[src/rtl/hazard_control_unit.sv]
// Pipeline sequencing controller: load-use stalls, EX redirect flushes, imem wait bubbles.
// Controls are Mealy (same cycle as inputs); state, bubble counter and perf counters are registered.
module hazard_control_unit #(
   parameter int unsigned FLUSH_EXTRA = 0,
   parameter int unsigned CNT_W       = 32
) (
   input  logic             clk,
   input  logic             reset,
   input  logic [4:0]       id_rs1,
   input  logic [4:0]       id_rs2,
   input  logic             id_uses_rs1,
   input  logic             id_uses_rs2,
   input  logic [4:0]       ex_rd,
   input  logic             ex_mem_read,
   input  logic             ex_branch_taken,
   input  logic             imem_ready,
   output logic             pc_write,
   output logic             if_id_stall,
   output logic             if_id_flush,
   output logic             id_ex_flush,
   output logic [CNT_W-1:0] stall_count,
   output logic [CNT_W-1:0] flush_count
);

   typedef enum logic {RUN = 1'b0, FLUSH = 1'b1} state_t;

   localparam logic [3:0]       RELOAD   = 4'(FLUSH_EXTRA);
   localparam logic [CNT_W-1:0] CNT_ONE  = 1;
   localparam logic [CNT_W-1:0] CNT_MAX  = '1;

   state_t     state, next_state;
   logic [3:0] bcnt, bcnt_next;
   logic       lu;

   assign lu = ex_mem_read && (ex_rd != 5'd0) &&
               ((id_uses_rs1 && (id_rs1 == ex_rd)) || (id_uses_rs2 && (id_rs2 == ex_rd)));

   always_ff @(posedge clk or posedge reset) begin
      if (reset) begin
         state <= RUN;
         bcnt  <= 4'd0;
      end else begin
         state <= next_state;
         bcnt  <= bcnt_next;
      end
   end

   always_comb begin
      next_state = state;
      bcnt_next  = bcnt;
      unique case (state)
         RUN: begin
            if (ex_branch_taken && (RELOAD != 4'd0)) begin
               next_state = FLUSH;
               bcnt_next  = RELOAD;
            end
         end
         default: begin
            if (ex_branch_taken) begin
               next_state = (RELOAD != 4'd0) ? FLUSH : RUN;
               bcnt_next  = RELOAD;
            end else if (imem_ready) begin
               // Last bubble consumed: return to RUN rather than sit at zero.
               if (bcnt <= 4'd1) begin
                  next_state = RUN;
                  bcnt_next  = 4'd0;
               end else begin
                  bcnt_next  = bcnt - 4'd1;
               end
            end
         end
      endcase
   end

   always_comb begin
      pc_write    = 1'b0;
      if_id_stall = 1'b0;
      if_id_flush = 1'b0;
      id_ex_flush = 1'b0;
      if (!reset) begin
         if (ex_branch_taken) begin
            pc_write    = 1'b1;
            if_id_flush = 1'b1;
            id_ex_flush = 1'b1;
         end else if (state == FLUSH) begin
            // ID holds only bubbles here, so a load-use match is irrelevant.
            pc_write    = imem_ready;
            if_id_flush = 1'b1;
         end else if (lu) begin
            if_id_stall = 1'b1;
            id_ex_flush = 1'b1;
         end else if (!imem_ready) begin
            if_id_flush = 1'b1;
         end else begin
            pc_write    = 1'b1;
         end
      end
   end

   always_ff @(posedge clk or posedge reset) begin
      if (reset) begin
         stall_count <= '0;
         flush_count <= '0;
      end else begin
         if (!pc_write && (stall_count != CNT_MAX))
            stall_count <= stall_count + CNT_ONE;
         if (ex_branch_taken && (flush_count != CNT_MAX))
            flush_count <= flush_count + CNT_ONE;
      end
   end

endmodule

[config.mk]
export PLATFORM = sky130hd
export DESIGN_NAME = hazard_control_unit
export DESIGN_NICKNAME = d
export VERILOG_FILES = /design/src/rtl/hazard_control_unit.sv
export SDC_FILE = /design/constraint.sdc
export NUM_CORES = 1
export LEC_CHECK = 0
export BUFFER_PORTS_ARGS = -buffer_cell sky130_fd_sc_hd__buf_2
export CAP_MARGIN = 20
export CORE_UTILIZATION = 45
export CTS_BUF_LIST = sky130_fd_sc_hd__clkbuf_2
export CTS_CLUSTER_SIZE = 30
export DETAILED_ROUTE_END_ITERATION = 7
export PLACE_DENSITY = 0.79
export REMOVE_ABC_BUFFERS = 1
export SETUP_SLACK_MARGIN = 0.2
export SYNTH_ARGS = -nofsm -noshare
export SYNTH_HDL_FRONTEND = slang
export SYNTH_SLANG_ARGS = --single-unit
[constraint.sdc]
create_clock -name clk -period 3.8 [get_ports clk]
set_clock_uncertainty 0.2 [all_clocks]
set_input_delay 0.76 -clock clk [delete_from_list [all_inputs] [get_ports clk]]
set_output_delay 0.76 -clock clk [all_outputs]
set_load 0.05 [all_outputs]
### After elaboration in Yosys (flattened, before gate mapping)

Cells that the tools add are included.

| cells by class | value |
|---|---|
| add/sub/neg operators | 3 |
| order comparisons | 1 |
| equal/unequal tests | 4 |
| mux-type cells | 23 |
| reductions and logical operators | 11 |

Operators with widths:

| operator | number |
|---|---|
| $add 32x1->32 const B | 2 |
| $ne 32x32->1 const B | 2 |
| $mux 1 | 20 |
| $mux 4 | 3 |
| $eq 5x5->1 | 2 |
| $logic_and 1x1->1 | 6 |
| $reduce_bool 5->1 | 1 |
| $le 4x1->1 const B | 1 |
| $sub 4x1->4 const B | 1 |
| $reduce_and 2->1 | 1 |
| $reduce_bool 2->1 | 1 |
| $logic_not 1->1 | 1 |
| $logic_or 1x1->1 | 1 |

| word-level totals | value |
|---|---|
| flip-flop bits (word level) | 69 |
| input port bits | 22 |
| output and inout bits | 68 |
| word-level logic and storage cells | 46 |

### Longest topological paths before layout

| logic depth | value |
|---|---|
| depth after elaboration | 10 |
| gate-level depth with buffers | 8 |
| mapped depth without buffers | 8 |

### Worst setup path before layout

No wires, ideal clock.

| timing | value |
|---|---|
| path type | input to output |
| start point | input reset |
| end point | output if_id_stall |
| arrival time | 2874 ps |
| required time | 2840 ps |
| slack | -34 ps |
| stages | 2 |
| buffers on the path | 0 |
| path through | inv_1 > and3_1 |

| between the ends | value |
|---|---|
| longest elaborated chain between the ends | 1 |

Ends and longest elaborated chain:

| element | RTL line | RTL |
|---|---|---|
| start: declaration | 8 | `input logic reset,` |
| $mux 1 | 80 | `if (!reset) begin` |
| end: declaration | 18 | `output logic if_id_stall,` |

Every way passes these cells.

### Worst setup path in the final report

| timing | value |
|---|---|
| start point | input ex_rd[1] |
| end point | output pc_write |

| between the ends | value |
|---|---|
| longest elaborated chain between the ends | 8 |
| elaborated cells on any way between the ends | 12 |
| classes of those cells | 2 x eq/ne; 4 x mux; 6 x reduce/logical |

Ends and longest elaborated chain:

| element | RTL line | RTL |
|---|---|---|
| start: declaration | 13 | `input logic [4:0] ex_rd,` |
| $eq 5x5->1 | 36 | `((id_uses_rs1 && (id_rs1 == ex_rd)) \|\| (id_uses_rs2 && (id_rs2 == ex_rd)));` |
| $logic_and 1x1->1 | 36 |  |
| $logic_or 1x1->1 | 36 |  |
| $logic_and 1x1->1 (*) | 35 | `assign lu = ex_mem_read && (ex_rd != 5'd0) &&` |
| $mux 1 (*) | 89 | `end else if (lu) begin` |
| $mux 1 (*) | 85 | `end else if (state == FLUSH) begin` |
| $mux 1 (*) | 81 | `if (ex_branch_taken) begin` |
| $mux 1 (*) | 80 |  |
| end: declaration | 17 | `output logic pc_write,` |

Mark *: on every way between the ends. The rest lies on a longest branch, timed or not.

==> results <==
- In this run, post-CTS hold repair placed 0 buffers.
- Setup repair after global routing left no endpoint under its margin.
- The netlist area before placement is between 3000 and 4000 um2.
- In the routed design, unresolved DRC markers number 0.
- The worst setup path is of the primary input to output pin kind.
- The area of combinational cells with multiple inputs is ~1700 um2.
- For this run, the number of Yosys warnings is 0.
- The floorplan step set the die width to 89.90 um.
- Summed over all instances, the cell type with the most area after synthesis is sky130_fd_sc_hd__dfrtp_1.
- The post-detailed-placement half-perimeter wirelength is 5467 um.
- The number of maximum-capacitance constraint violations is 0.
- The biggest fanout along the worst timing path is 3.
- The post-layout total power is 0.002146 W.
- The fraction of layout instances using a drive strength above 1 is 0.2746.
- The path category of the worst min-delay check is primary input to flip-flop.
- The required time of the worst setup path is 2.84 ns.
- In the final layout, flip-flops and latches occupy 1727 um2.
- The die is 89.90 um tall.
- The most frequent cell after synthesis is sky130_fd_sc_hd__dfrtp_1.
- The count of nets left with antenna violations once routing finished came out at 0.
- Summed over all layers, the routed wires come to 7502 um.
- The count of final max-slew check failures is 0.
- The combinational family with the most area after synthesis is simple AND/OR/NAND/NOR gates.
- The transition time of the tightest slew-check pin is 0.8636 ns.
- The final count of negative-setup-slack endpoints is 0.
- The fraction of the mapped netlist area in compound gates came to 0.03311.
- The maximum number of pins on one net before global-route repair is 70.
- For this run, global-route usage on met2 was measured as 0.3391.
- The arrival time of the worst setup path is 2.36 ns.
- The remaining global-route overflow is 0.
- Measured against its own limit, the worst slew margin works out to 0.4243.
- The detailed-router iteration count before antenna repair is 4.
- The final antenna diode count is 0.
- The final cell count without fillers is roughly 540.
- The flow ran to the end, and the final reports show no timing, DRC or antenna violations.
- For this run, the register share of the synthesized area comes to 0.4966.
- In the final routed layout, each cell accounts on average for 14.00 um.
- After clock tree synthesis, the setup repair step added 0 buffers.
- Of the post-synthesis cell area, the part taken by muxes is 0.009716.
- The layer flagged by global routing as most heavily used is met2.
- Using the TritonRoute via totals, the vias-per-cell ratio works out to approximately 5.4.
- The met3 global-route usage is 0.06176.
- The DRC violation total after the first TritonRoute iteration is 120.
- The number of register bits inferred by synthesis is 69.
- The initial antenna violation count is 0.
- The first global-routing pass estimated 12,810 um of wire.
- The initial standard-cell utilization of the core is 0.4718.
- The number of instances resized during post-cts repair is 0.
- The via count of the first global-routing pass was between 2,000 and 3,000.
- The endpoint type of the worst setup path is an output pin.
- The number of buffers on the longest clock path is 2.
- Counting cells, the worst reg-to-reg path comes to 8.
- Across every metal layer, demand over resource in global routing totals 0.1956.
- Of the post-synthesis cell area, the dominant cell type holds 0.4966.
- For the worst-skew pair, the clock arrives at the later sink with an insertion delay of 0.51 ns.
- In the finished design, the share of the clock period the worst path needs comes to 0.8749.
- The commonest cells after synthesis are sky130_fd_sc_hd__dfrtp_1 (69), sky130_fd_sc_hd__xor2_1 (36), sky130_fd_sc_hd__xnor2_1 (35).
- The global-route track usage on met1 is 0.2348.
- The number of enable flip-flop cells after synthesis is 0.
- In this run the standard cell core region covers 7370 um2.
- The cell total after placement is between 500 and 600.
- The TritonCTS buffer count is 9.
- The area added between synthesis and finish is 19.65%.
- The post-detailed-placement cell area is 4049 um2.
- The cell count after synthesis came out at 336.
- For this run, the leading register cell type out of synthesis is sky130_fd_sc_hd__dfrtp_1.
- Dividing total power by cell area gives a power density of slightly above 500 nW/um2.
- The worst path in the final design needs a cycle of around 3.3 ns, including I/O delays and setup.
- The async set or reset register ratio after synthesis is 1.000.
- The highest ir drop seen on vdd is 0.0006378 V.
- Timing would allow up to 0.3008 GHz.
- Clock tree synthesis found a total of 69 sinks.
- In this run the tool buffered the top-level ports with 89 buffer cells.
- The cell row count is 31.
- 90 I/O pins were placed.
- The number of nets at the end of the flow is 458.
- The post-synthesis adder-cell area fraction is 0.01439.
- The number of H-tree branching levels is 3.
- The die covers 8082 um2.
- The layout filler cell count is 635.
- The type of element launching the critical path is a primary input.
- The library cell used as clock root buffer is sky130_fd_sc_hd__clkbuf_2.
- TritonCTS built the clock tree.
- Dividing the synthesized area by the synthesized cell count gives between 10 and 15 um2.
- The leakage dissipation is 1.983 nW.
- Sorting the synthesized cells by area gives the leading types as sky130_fd_sc_hd__dfrtp_1 (50%), sky130_fd_sc_hd__xor2_1 (9.1%), sky130_fd_sc_hd__xnor2_1 (8.8%).
- The final cell area excluding filler cells is 4160 um2.
- The hold path depth is 2.
- The via total after detailed routing is 2,902.
- Of the total synthesized cell area, the portion taken by AND, OR, NAND and NOR gates is 0.2494.
- Of the total synthesized cell area, the portion taken by XOR and XNOR cells is 0.1788.
- The hold violation count in the final report is 0.
- The congestion estimate from routability-driven global placement came to 0.7816.
- The distinct cell type count of the synthesized netlist is 38.
- After clock tree synthesis, the clock-pin slew on the worst setup and hold paths is 0.19 ns.
==> per-layer routing <==
metal | vias to the layer above | part of all wire
met4 | 0 | 0.0093
met3 | 9 | 0.057
met5 | - | 0
li1 | 1378 | -
met1 | 1422 | 0.43
met2 | 93 | 0.50
==> final cells by class <==
class                           instances  share of cell area
Clock inverter                          7             0.01594
Sequential cell                        69              0.4150
Tap cell                               99             0.02977
Multi-Input combinational cell        253              0.4096
Clock buffer                            9             0.01083
Inverter                                7            0.006316
Timing Repair Buffer                   92              0.1125
==> worst paths after layout <==
kind	start	endpoint	slack (ns)
worst max-delay path	ex_rd[1]	pc_write	0.48
worst min-delay path	imem_ready	state	0.25
worst max register to register	stall_count[0]	stall_count[31]	1.07
worst min register to register	stall_count[30]	stall_count[30]	0.30
max in group asynchronous	reset	flush_count[8]	2.50
min in group asynchronous	reset	flush_count[5]	0.35
==> worst max-delay path: stages <==
cell	delay, ns
sky130_fd_sc_hd__buf_2	0.12
sky130_fd_sc_hd__or4_1	0.52
sky130_fd_sc_hd__o21ai_1	0.21
sky130_fd_sc_hd__nor3_1	0.11
sky130_fd_sc_hd__a211oi_4	0.32
sky130_fd_sc_hd__buf_2	0.32
==> registers in the layout, indices dropped and copies added (netlist names) <==
name and cells:
flush_count 32, stall_count 32, bcnt 4, state 1
==> cells by family (layout without fill, tap and decap cells) <==
logic type	Yosys count	after routing
flops	69	69
fa+ha+maj	4	4
mux	3	3
simple gates	158	158
xor+xnor	71	71
buf+inv	14	115
compound gates	17	17
==> cells in the final DEF (no fill, tap or decap), types with 4 or more instances in the layout <==
cell / netlist / routed
sky130_fd_sc_hd__buf_2: 2 / 89
sky130_fd_sc_hd__nand4_1: 18 / 18
sky130_fd_sc_hd__xor2_1: 36 / 36
sky130_fd_sc_hd__dfrtp_1: 69 / 69
sky130_fd_sc_hd__and3_1: 15 / 15
sky130_fd_sc_hd__nand3_1: 25 / 25
sky130_fd_sc_hd__clkbuf_2: 0 / 9
sky130_fd_sc_hd__nand2_1: 24 / 24
sky130_fd_sc_hd__and4_1: 5 / 5
sky130_fd_sc_hd__or2_2: 4 / 4
sky130_fd_sc_hd__xnor2_1: 35 / 35
sky130_fd_sc_hd__or3_1: 4 / 4
sky130_fd_sc_hd__nor3_1: 15 / 15
sky130_fd_sc_hd__o21ai_0: 4 / 4
sky130_fd_sc_hd__nor4_1: 9 / 9
sky130_fd_sc_hd__nor2_1: 23 / 23
sky130_fd_sc_hd__nor4b_1: 5 / 5
sky130_fd_sc_hd__ha_1: 4 / 4
sky130_fd_sc_hd__inv_1: 7 / 6
==> power breakdown <==
part | switching, W | internal [W] | total [W]
clock | 0.000261 | 0.000146 | 0.000407
combinational | 0.000558 | 0.000204 | 0.000762
sequential | 0.000132 | 0.000845 | 0.000977
total | 0.000950 | 0.00120 | 0.00215
==> stage by stage <==
stage	hold WS, ns	setup TNS (ns)	worst slack [ns]	util
floorplan	0.2644	-2.552	-0.2697	-
global placement	0.2692	0	0.5047	0.5494
detailed placement	0.2804	0	0.4833	0.5494
CTS	0.1927	0	0.4770	0.5645
global route	0.1989	0	0.4395	0.5645
finish	0.2470	0	0.4753	0.5645
No activity file was read; power rests on OpenSTA's default activity.
